**src/rtl/com_pkg.sv**
```systemverilog
// Shared constants and types for the centre-of-mass colour scheduler.
// Colour codes match the COM block's colorSelect encoding.
package com_pkg;

  localparam logic [1:0] COLOR_RED   = 2'd0;
  localparam logic [1:0] COLOR_GREEN = 2'd1;
  localparam logic [1:0] COLOR_BLUE  = 2'd2;
  localparam int         NUM_COLORS  = 3;

  localparam logic [9:0] DEFAULT_X = 10'd360;
  localparam logic [9:0] DEFAULT_Y = 10'd240;

  typedef enum logic {
    ACCUM = 1'b0,
    WAIT  = 1'b1
  } state_t;

  typedef struct packed {
    logic [1:0] color;
    logic [9:0] x;
    logic [9:0] y;
  } capture_t;

  // Round-robin successor over red -> green -> blue -> red.
  function automatic logic [1:0] color_inc(input logic [1:0] c);
    return (c >= COLOR_BLUE) ? COLOR_RED : c + 2'd1;
  endfunction

endpackage

```
**src/rtl/com_next_color.sv**
```systemverilog
// Picks the next enabled colour after cur: tries cur+1, cur+2, then cur itself.
// none flags an all-disabled mask so the caller can hold its selection.
module com_next_color
  import com_pkg::*;
(
  input  logic [1:0] cur,
  input  logic [2:0] mask,
  output logic [1:0] next,
  output logic       none
);

  logic [1:0] c1;
  logic [1:0] c2;
  logic [3:0] m4;

  always_comb begin
    c1   = color_inc(cur);
    c2   = color_inc(c1);
    // Pad to 4 bits so the 2-bit colour index never selects out of range.
    m4   = {1'b0, mask};
    none = (mask == 3'b000);
    if (m4[c1])      next = c1;
    else if (m4[c2]) next = c2;
    else             next = cur;
  end

endmodule

```
**src/rtl/com_color_scheduler.sv**
```systemverilog
// Frame-rate scheduler: rotates the shared COM datapath over enabled colours and
// captures xCenter/yCenter per colour once the divider latency has elapsed.
module com_color_scheduler #(
  parameter int         DIV_LATENCY = 40,
  parameter int         CNT_W       = 6,
  parameter logic [9:0] DEFAULT_X   = com_pkg::DEFAULT_X,
  parameter logic [9:0] DEFAULT_Y   = com_pkg::DEFAULT_Y
) (
  input  logic        clk,
  input  logic        reset,
  input  logic [10:0] x,
  input  logic [9:0]  y,
  input  logic [2:0]  enableMask,
  input  logic [9:0]  xCenter,
  input  logic [9:0]  yCenter,
  output logic [1:0]  colorSelect,
  output logic        resultValid,
  output logic [1:0]  resultColor,
  output logic [9:0]  resultX,
  output logic [9:0]  resultY,
  output logic [29:0] centersX,
  output logic [29:0] centersY,
  output logic        overrun
);

  localparam int               NC      = com_pkg::NUM_COLORS;
  localparam logic [CNT_W-1:0] LAT     = CNT_W'(DIV_LATENCY);
  localparam logic [CNT_W-1:0] CNT_ONE = CNT_W'(1);

  com_pkg::state_t    state_q, state_d;
  logic [CNT_W-1:0]   cnt_q, cnt_d;
  logic [1:0]         color_q, color_d;
  logic [1:0]         pend_q, pend_d;
  logic               primed_q, primed_d;
  logic               overrun_q, overrun_d;
  logic               origin_dly_q, origin_dly_d;
  logic               res_vld_q, res_vld_d;
  com_pkg::capture_t  res_q, res_d;
  logic [NC-1:0][9:0] cx_q, cx_d;
  logic [NC-1:0][9:0] cy_q, cy_d;

  logic       origin;
  logic       frame_start;
  logic [1:0] nxt_color;
  logic       nxt_none;

  assign origin      = (x == 11'd0) && (y == 10'd0);
  assign frame_start = origin & ~origin_dly_q;

  com_next_color u_next (
    .cur  (color_q),
    .mask (enableMask),
    .next (nxt_color),
    .none (nxt_none)
  );

  always_comb begin
    state_d      = state_q;
    cnt_d        = cnt_q;
    color_d      = color_q;
    pend_d       = pend_q;
    primed_d     = primed_q;
    overrun_d    = overrun_q;
    origin_dly_d = origin;
    res_vld_d    = 1'b0;
    res_d        = res_q;
    cx_d         = cx_q;
    cy_d         = cy_q;

    if (frame_start) begin
      // A boundary inside WAIT abandons the capture in flight.
      if (state_q == com_pkg::WAIT) overrun_d = 1'b1;
      if (nxt_none) begin
        primed_d = 1'b0;
        state_d  = com_pkg::ACCUM;
        cnt_d    = '0;
      end else begin
        pend_d  = color_q;
        color_d = nxt_color;
        if (primed_q) begin
          state_d = com_pkg::WAIT;
          cnt_d   = LAT;
        end else begin
          primed_d = 1'b1;
          state_d  = com_pkg::ACCUM;
          cnt_d    = '0;
        end
      end
    end else if (state_q == com_pkg::WAIT) begin
      // Divider restarts while the origin pixel persists.
      if (origin) begin
        cnt_d = LAT;
      end else if (cnt_q == CNT_ONE) begin
        res_vld_d = 1'b1;
        res_d     = '{color: pend_q, x: xCenter, y: yCenter};
        for (int c = 0; c < NC; c++) begin
          if (pend_q == 2'(c)) begin
            cx_d[c] = xCenter;
            cy_d[c] = yCenter;
          end
        end
        state_d = com_pkg::ACCUM;
        cnt_d   = '0;
      end else begin
        cnt_d = cnt_q - CNT_ONE;
      end
    end
  end

  always_ff @(posedge clk) begin
    if (reset) begin
      state_q      <= com_pkg::ACCUM;
      cnt_q        <= '0;
      color_q      <= com_pkg::COLOR_RED;
      pend_q       <= com_pkg::COLOR_RED;
      primed_q     <= 1'b0;
      overrun_q    <= 1'b0;
      origin_dly_q <= 1'b0;
      res_vld_q    <= 1'b0;
      res_q        <= '{color: com_pkg::COLOR_RED, x: DEFAULT_X, y: DEFAULT_Y};
      cx_q         <= {NC{DEFAULT_X}};
      cy_q         <= {NC{DEFAULT_Y}};
    end else begin
      state_q      <= state_d;
      cnt_q        <= cnt_d;
      color_q      <= color_d;
      pend_q       <= pend_d;
      primed_q     <= primed_d;
      overrun_q    <= overrun_d;
      origin_dly_q <= origin_dly_d;
      res_vld_q    <= res_vld_d;
      res_q        <= res_d;
      cx_q         <= cx_d;
      cy_q         <= cy_d;
    end
  end

  assign colorSelect = color_q;
  assign resultValid = res_vld_q;
  assign resultColor = res_q.color;
  assign resultX     = res_q.x;
  assign resultY     = res_q.y;
  assign centersX    = cx_q;
  assign centersY    = cy_q;
  assign overrun     = overrun_q;

endmodule
```
**config.mk**
```make
export PLATFORM = sky130hd
export DESIGN_NAME = com_color_scheduler
export DESIGN_NICKNAME = d
export VERILOG_FILES = /design/src/rtl/com_pkg.sv /design/src/rtl/com_next_color.sv /design/src/rtl/com_color_scheduler.sv
export SDC_FILE = /design/constraint.sdc
export NUM_CORES = 1
export LEC_CHECK = 0
export CAP_MARGIN = 20
export CORE_ASPECT_RATIO = 0.5
export CORE_MARGIN = 8
export CORE_UTILIZATION = 40
export DETAILED_ROUTE_END_ITERATION = 8
export GPL_TIMING_DRIVEN = 0
export PLACE_DENSITY_LB_ADDON = 0.1
export SETUP_SLACK_MARGIN = 0.2
export SLEW_MARGIN = 30
export SYNTH_ARGS = -nofsm -noshare
export SYNTH_HDL_FRONTEND = slang
export SYNTH_SLANG_ARGS = --single-unit
```
**constraint.sdc**
```tcl
create_clock -name clk -period 1.9 [get_ports clk]
set_clock_uncertainty 0.1 [all_clocks]
set_input_delay 0.38 -clock clk [delete_from_list [all_inputs] [get_ports clk]]
set_output_delay 0.38 -clock clk [all_outputs]
set_load 0.005 [all_outputs]
```
==> out/qor.yml, run 1 <==
cp_slowest_cell: "dfxtp_2"
synth_edf_count: 0
ant_nets: 0
dieHeight_um: 84.59
viasPerCell: 5.347
p_leak_nw: 3.005
initial_core_util_pct: 40.51
synth_flop_cell: "dfxtp_1"
ys_types: 44
design_area_sq_um: 6939
hold_violations: 0
antenna_found_initial: 0
dr.pass1.iters: 5
clkSinkCount: 97
async_flop_share_pct: 0
cts_max_level: 3
antennaDiodeCount: 0
yosysTopAreaCell: "dfxtp_1"
syn_area_sq_um: 3764
synth_top_area_share_pct: 51.60
routedWlPerCell_um: 19.53
core-area_sq_um: 9290
ys_seq_elements: 97
critPathCaptureType: "flop"
synth.avg_cell_area_sq_um: 9.316
syn_to_final_growth_pct: 84.38
cts_root_buf: "clkbuf_16"
setup_tns_ns: -2.820
drive_gt1_share_pct: 34.65
drv_slew: 0
grt_first_pass_wirelength_mm: 20.91
io_pins: 132
postLayoutSetupSlackWorst_ns: -0.1656
worstSetupPathType: "flop to flop"
layout_min_cycle_time_ns: 2.066
grt_max_degree: 17
dp.final_hpwl_mm: 8.223
final_common_cell: "dfxtp_1"
clockBufferDepth: 2
dieArea_sq_um: 12960
numCtsBuffers: 9
placed_area_sq_um: 5444
powerDensity_nw_per_um2: 594.3
clk_latency_ns: 0.34
peakVddDrop_v: 0.0005338
syn-instance-count: 404
first_iter_violations: 221
layout.cells.non_filler: 727
dp.cells: 655
rows: 25
cpPeakStageDelay_ns: 0.33
crit_chain: "inv_2 > ha_4 > nand2b_4 > nor4_4 > buf_4 > buf_4 > o211ai_4 > buf_6 > buf_12 > nor3_2 > a21oi_1"
critical-path-top-delay-family: "buffers and inverters"
power_mw: 4.124
final_nets: 649
violations: "setup timing"
drcViolationCount: 0
globalplace.congestion: 0.7883
rsz0062_at_grt: "yes"
cpMostUsedCell: "buf_4"
setup_viol: 61
ys_seq_area_share_pct: 51.60
cp.required_ns: 2.00
status: "finished with violations"
whs_ns: 0.3511
grt_usage_pct: 20.09
max-cap-violations: 0
cts_tree: "built"
clkTransAtPathRegs_ns: 0.07
hp-class: "flop to flop"
layout_common_cells: "dfxtp_1, nor2_1, clkdlybuf4s50_1, dlymetal6s2s_1, mux2i_1"
routed_wl_mm: 14.20
max_freq_mhz: 484.1
vias: 3887
grt_pass1_vias: 3886
post-route-period-util_pct: 108.7
grt_overflow_total: 0
yosysWarnings: 0
die_w_um: 153.2
slew-limit-headroom_pct: 31.65
yosys-top-cells-area: "dfxtp_1, mux2i_1, nor2_1, a21oi_1, nor3_1"
port_buffers: 130
cp-start-kind: "flop"
path_buf_inv: 5
synth_nets: 452
cp_max_fo: 7
rrSetupSlack_ns: -0.17
cp.arrival_ns: 2.16
worstMarginPinSlew_ns: 1.025
## cell usage after synthesis (all sizes together), types with 2 or more instances
cell type	number
mux2	2
nor4	6
mux2i	40
nand2b	4
nor2b	4
o32ai	3
nand2	28
buf	13
ha	2
inv	6
or3	2
o31ai	2
clkbuf	14
or2	2
nor2	70
a21oi	49
o2111a	2
dfxtp	97
nor3	38
## power breakdown
part | leakage, nW | total (mW) | switching, mW | internal, mW
Combinational | 2.08 | 0.213 | 0.127 | 0.0860
Clock | 0.151 | 1.88 | 0.816 | 1.07
Sequential | 0.778 | 2.03 | 0.000000141 | 2.03
Total | 3.00 | 4.12 | 0.943 | 3.18
## routing by layer
| layer | track usage [%] | wire [um] | up-vias | part of all wire [%] |
|---|---|---|---|---|
| met5 | 0 | 0 | - | 0 |
| met4 | 3.565 | 201 | 0 | 1.4 |
| met3 | 9.529 | 1380 | 24 | 9.7 |
| met2 | 33.02 | 6561 | 174 | 46 |
| met1 | 23.76 | 6057 | 1884 | 43 |
| li1 | - | - | 1805 | - |
## worst register-to-register path, stage by stage, from the launching register on
cell,delay (ns)
dfxtp_2,0.33
inv_2,0.07
ha_4,0.15
nand2b_4,0.06
nor4_4,0.14
buf_4,0.19
buf_4,0.16
o211ai_4,0.13
buf_6,0.17
buf_12,0.13
nor3_2,0.17
a21oi_1,0.13
## stage by stage
step	setup WS, ns	util (%)
final	-0.1656	74.69
after floorplan	0.01955	-
after global placement	-0.6700	58.60
after CTS	-0.05278	70.33
after detailed placement	-0.7023	58.60
after global routing	-0.2022	74.69
## kinds of logic (layout without fill, tap and decap cells)
logic type      Yosys count  in the layout  synth area share [%]
simple gates            160            160                 20.61
flops                    97             97                 51.60
compound gates           70             70                 11.27
mux                      42             42                 11.24
buf+inv                  33            235                 4.621
fa+ha+maj                 2              2                0.6648
## worst paths after layout
kind	start	to	cells past startpoint
setup / recovery	cnt_q[1]	resultY[5]	11
hold reg to reg	centersY[8]	centersY[8]	2
hold / removal	centersY[8]	centersY[8]	2
setup reg to reg	cnt_q[1]	resultY[5]	11
## sequential cells by signal, summed over array words and instances, names as in the netlist
name / cells
centersX: 30
centersY: 30
resultX: 10
resultY: 10
cnt_q: 6
colorSelect: 2
pend_q: 2
resultColor: 2
origin_dly_q: 1
overrun: 1
primed_q: 1
resultValid: 1
state_q: 1
## repair_timing
item	4_1_cts	5_1_grt
buffers inserted	40	8
gates cloned	7	1
pin swaps	18	16
hold buffers	0	0
gates resized for setup	139	114
setup endpoints to repair	106	148
## final cells by class
type,count,area [sq um]
timing repair buffer,186,2103
buffer,27,244.0
multi-input combinational,274,2136
clock inverter,5,61.31
fill,612,2351
sequential,97,1978
tap,121,151.4
inverter,6,22.52
clock buffer,11,242.7
(Power assumes the default switching activity.)
==> inputs of run 2 (changes only) <==
--- a/config.mk
+++ b/config.mk
@@ -11,7 +11,7 @@
 export CORE_UTILIZATION = 40
 export DETAILED_ROUTE_END_ITERATION = 8
 export GPL_TIMING_DRIVEN = 0
-export PLACE_DENSITY_LB_ADDON = 0.1
+export PLACE_DENSITY = 0.75
 export SETUP_SLACK_MARGIN = 0.2
 export SLEW_MARGIN = 30
 export SYNTH_ARGS = -nofsm -noshare
==> out/qor.yml, run 2 (synthesized netlist as in run 1, its figures left out) <==
first_iter_violations: 372  # was 221
critPathCaptureType: "flop"  # unchanged
dr.pass1.iters: 5  # unchanged
clockBufferDepth: 2  # unchanged
core-area_sq_um: 9290  # unchanged
cp.arrival_ns: 2.19  # was 2.16 ns
peakVddDrop_v: 0.0005177  # was 0.0005338 V
clkTransAtPathRegs_ns: 0.07  # about the same
ant_nets: 0  # unchanged
power_mw: 4.229  # was 4.124 mW
dp_slack_ns: -0.6670  # was -0.7023 ns
postLayoutSetupSlackWorst_ns: -0.1745  # was -0.1656 ns
syn_to_final_growth_pct: 90.16  # was 84.38%
cp.required_ns: 2.02  # was 2.00 ns
setup_viol: 74  # was 61
clkSinkCount: 97  # unchanged
post-route-period-util_pct: 109.2  # was 108.7%
nFillCells: 497  # was 612
port_buffers: 130  # unchanged
drive_gt1_share_pct: 35.49  # was 34.65%
grt_overflow_total: 0  # unchanged
worstSetupPathType: "flop to flop"  # unchanged
dp.final_hpwl_mm: 8.430  # was 8.223 mm
viasPerCell: 5.732  # was 5.347
cp-start-kind: "flop"  # unchanged
wl_met2_mm: 8.571  # was 6.561 mm
routedWlPerCell_um: 23.68  # was 19.53 um
grt_max_degree: 16  # was 17
hold_buffers: 0  # unchanged
rows: 25  # unchanged
dieHeight_um: 84.59  # unchanged
dieArea_sq_um: 12960  # unchanged
top_layer: "met4"  # unchanged
final_nets: 660  # was 649
grt_first_pass_wirelength_mm: 22.72  # was 20.91 mm
cp_max_fo: 7  # unchanged
antenna_found_initial: 0  # unchanged
vias: 4230  # was 3,887
hp-start: "centersX[2]"  # was centersY[8]
max-cap-violations: 0  # unchanged
area.sequential_sq_um: 1973  # was 1978 sq um
reg2reg_from: "cnt_q[1]"  # unchanged
multiInputGateArea_sq_um: 2257  # was 2136 sq um
initial_core_util_pct: 40.51  # unchanged
cts_root_buf: "clkbuf_16"  # unchanged
layout_common_cells: "dfxtp_1, nor2_1, clkdlybuf4s50_1, dlymetal6s2s_1"  # was dfxtp_1, nor2_1, clkdlybuf4s50_1, dlymetal6s2s_1, mux2i_1
p_leak_nw: 3.295  # was 3.005 nW
hold_violations: 0  # unchanged
status: "finished with violations"  # unchanged
grt_usage_pct: 21.96  # was 20.09%
antennaDiodeCount: 0  # unchanged
cts_tree: "built"  # unchanged
max_freq_mhz: 482.0  # was 484.1 MHz
io_pins: 132  # unchanged
globalplace.congestion: 0.7984  # was 0.7883
cts_max_level: 3  # unchanged
hp-class: "flop to flop"  # unchanged
rsz0062_at_grt: "yes"  # unchanged
grt_pass1_vias: 4196  # was 3,886
worstMarginPinSlew_ns: 1.145  # was 1.025 ns
routed_wl_mm: 17.48  # was 14.20 mm
slew-limit-headroom_pct: 23.69  # was 31.65%
drv_slew: 0  # unchanged
final_common_cell: "dfxtp_1"  # unchanged
wl_met3_mm: 1.473  # was 1.380 mm
layout_min_cycle_time_ns: 2.075  # was 2.066 ns
numCtsBuffers: 9  # unchanged
powerDensity_nw_per_um2: 590.9  # was 594.3 nW/um^2
clk_latency_ns: 0.35  # was 0.34 ns
drcViolationCount: 0  # unchanged
crit_start: "cnt_q[1]"  # unchanged
die_w_um: 153.2  # unchanged
m1WireLength_mm: 6.696  # was 6.057 mm
violations: "setup timing"  # unchanged
[run 2: changes by cell type in the layout (fill, tap and decap cells not counted), moves of 6 or more]
cell and delta:
buf_4 +6, clkdlybuf4s50_1 -8, buf_6 +10, nor3_4 +6, dlygate4sd2_1 +6
[run 2: worst paths after layout]
kind,end,slack [ns],depth (start not counted)
max,centersX[19],-0.17,10
min reg2reg,centersX[2],0.35,2
min,centersX[2],0.35,2
max reg2reg,centersX[19],-0.17,10
[run 2: power by group]
group          total [mW]  leakage, nW  internal, mW  switching (mW)
combinational       0.247         2.36        0.0943           0.152
sequential           2.03        0.779          2.03     0.000000187
clock                1.96        0.152          1.14           0.820
[run 2: through the flow]
stage / instances / util (%) / area [sq um] / TNS [ns] / hold WS (ns)
after floorplan: 404 / - / 3991 / 0 / 0.3527
after global placement: 655 / 58.60 / 5444 / -47.07 / 0.3404
after detailed placement: 655 / 58.60 / 5444 / -49.48 / 0.3479
after CTS: 723 / 71.38 / 6631 / -0.4743 / 0.3569
after global routing: 738 / 77.04 / 7157 / -10.75 / 0.3786
final: 738 / 77.04 / 7157 / -5.312 / 0.3538
[run 2: critical path, stage by stage, from the launching register on]
cell and delay [ns]:
dfxtp_2 0.33, inv_2 0.07, ha_4 0.14, nand2b_4 0.06, nor4_4 0.16, buf_4 0.20
o2111a_1 0.23, buf_6 0.17, buf_12 0.15, mux2i_4 0.24, nor2_1 0.07
[run 2: layout make-up]
cell class | instances | share of cell area, %
clock buffer | 13 | 3.776
inverter | 6 | 0.3147
clock inverter | 3 | 0.6469
buffer | 27 | 3.636
timing repair buffer | 196 | 30.40
sequential | 97 | 27.57
multi-input combinational | 275 | 31.54
tap | 121 | 2.115
[run 2: timing repair]
action                                  in CTS  in global routing
endpoints found under the setup margin     110                152
pin swaps                                   27                 20
setup buffers                               44                 13
gates resized for setup                    166                122
gates cloned                                 8                  2
[run 2: metal layers]
layer | vias up | GRT usage, %
met5 | - | 0
met3 | 73 | 6.711
li1 | 1820 | -
met1 | 2079 | 24.99
met4 | 0 | 10.52
met2 | 258 | 37.33
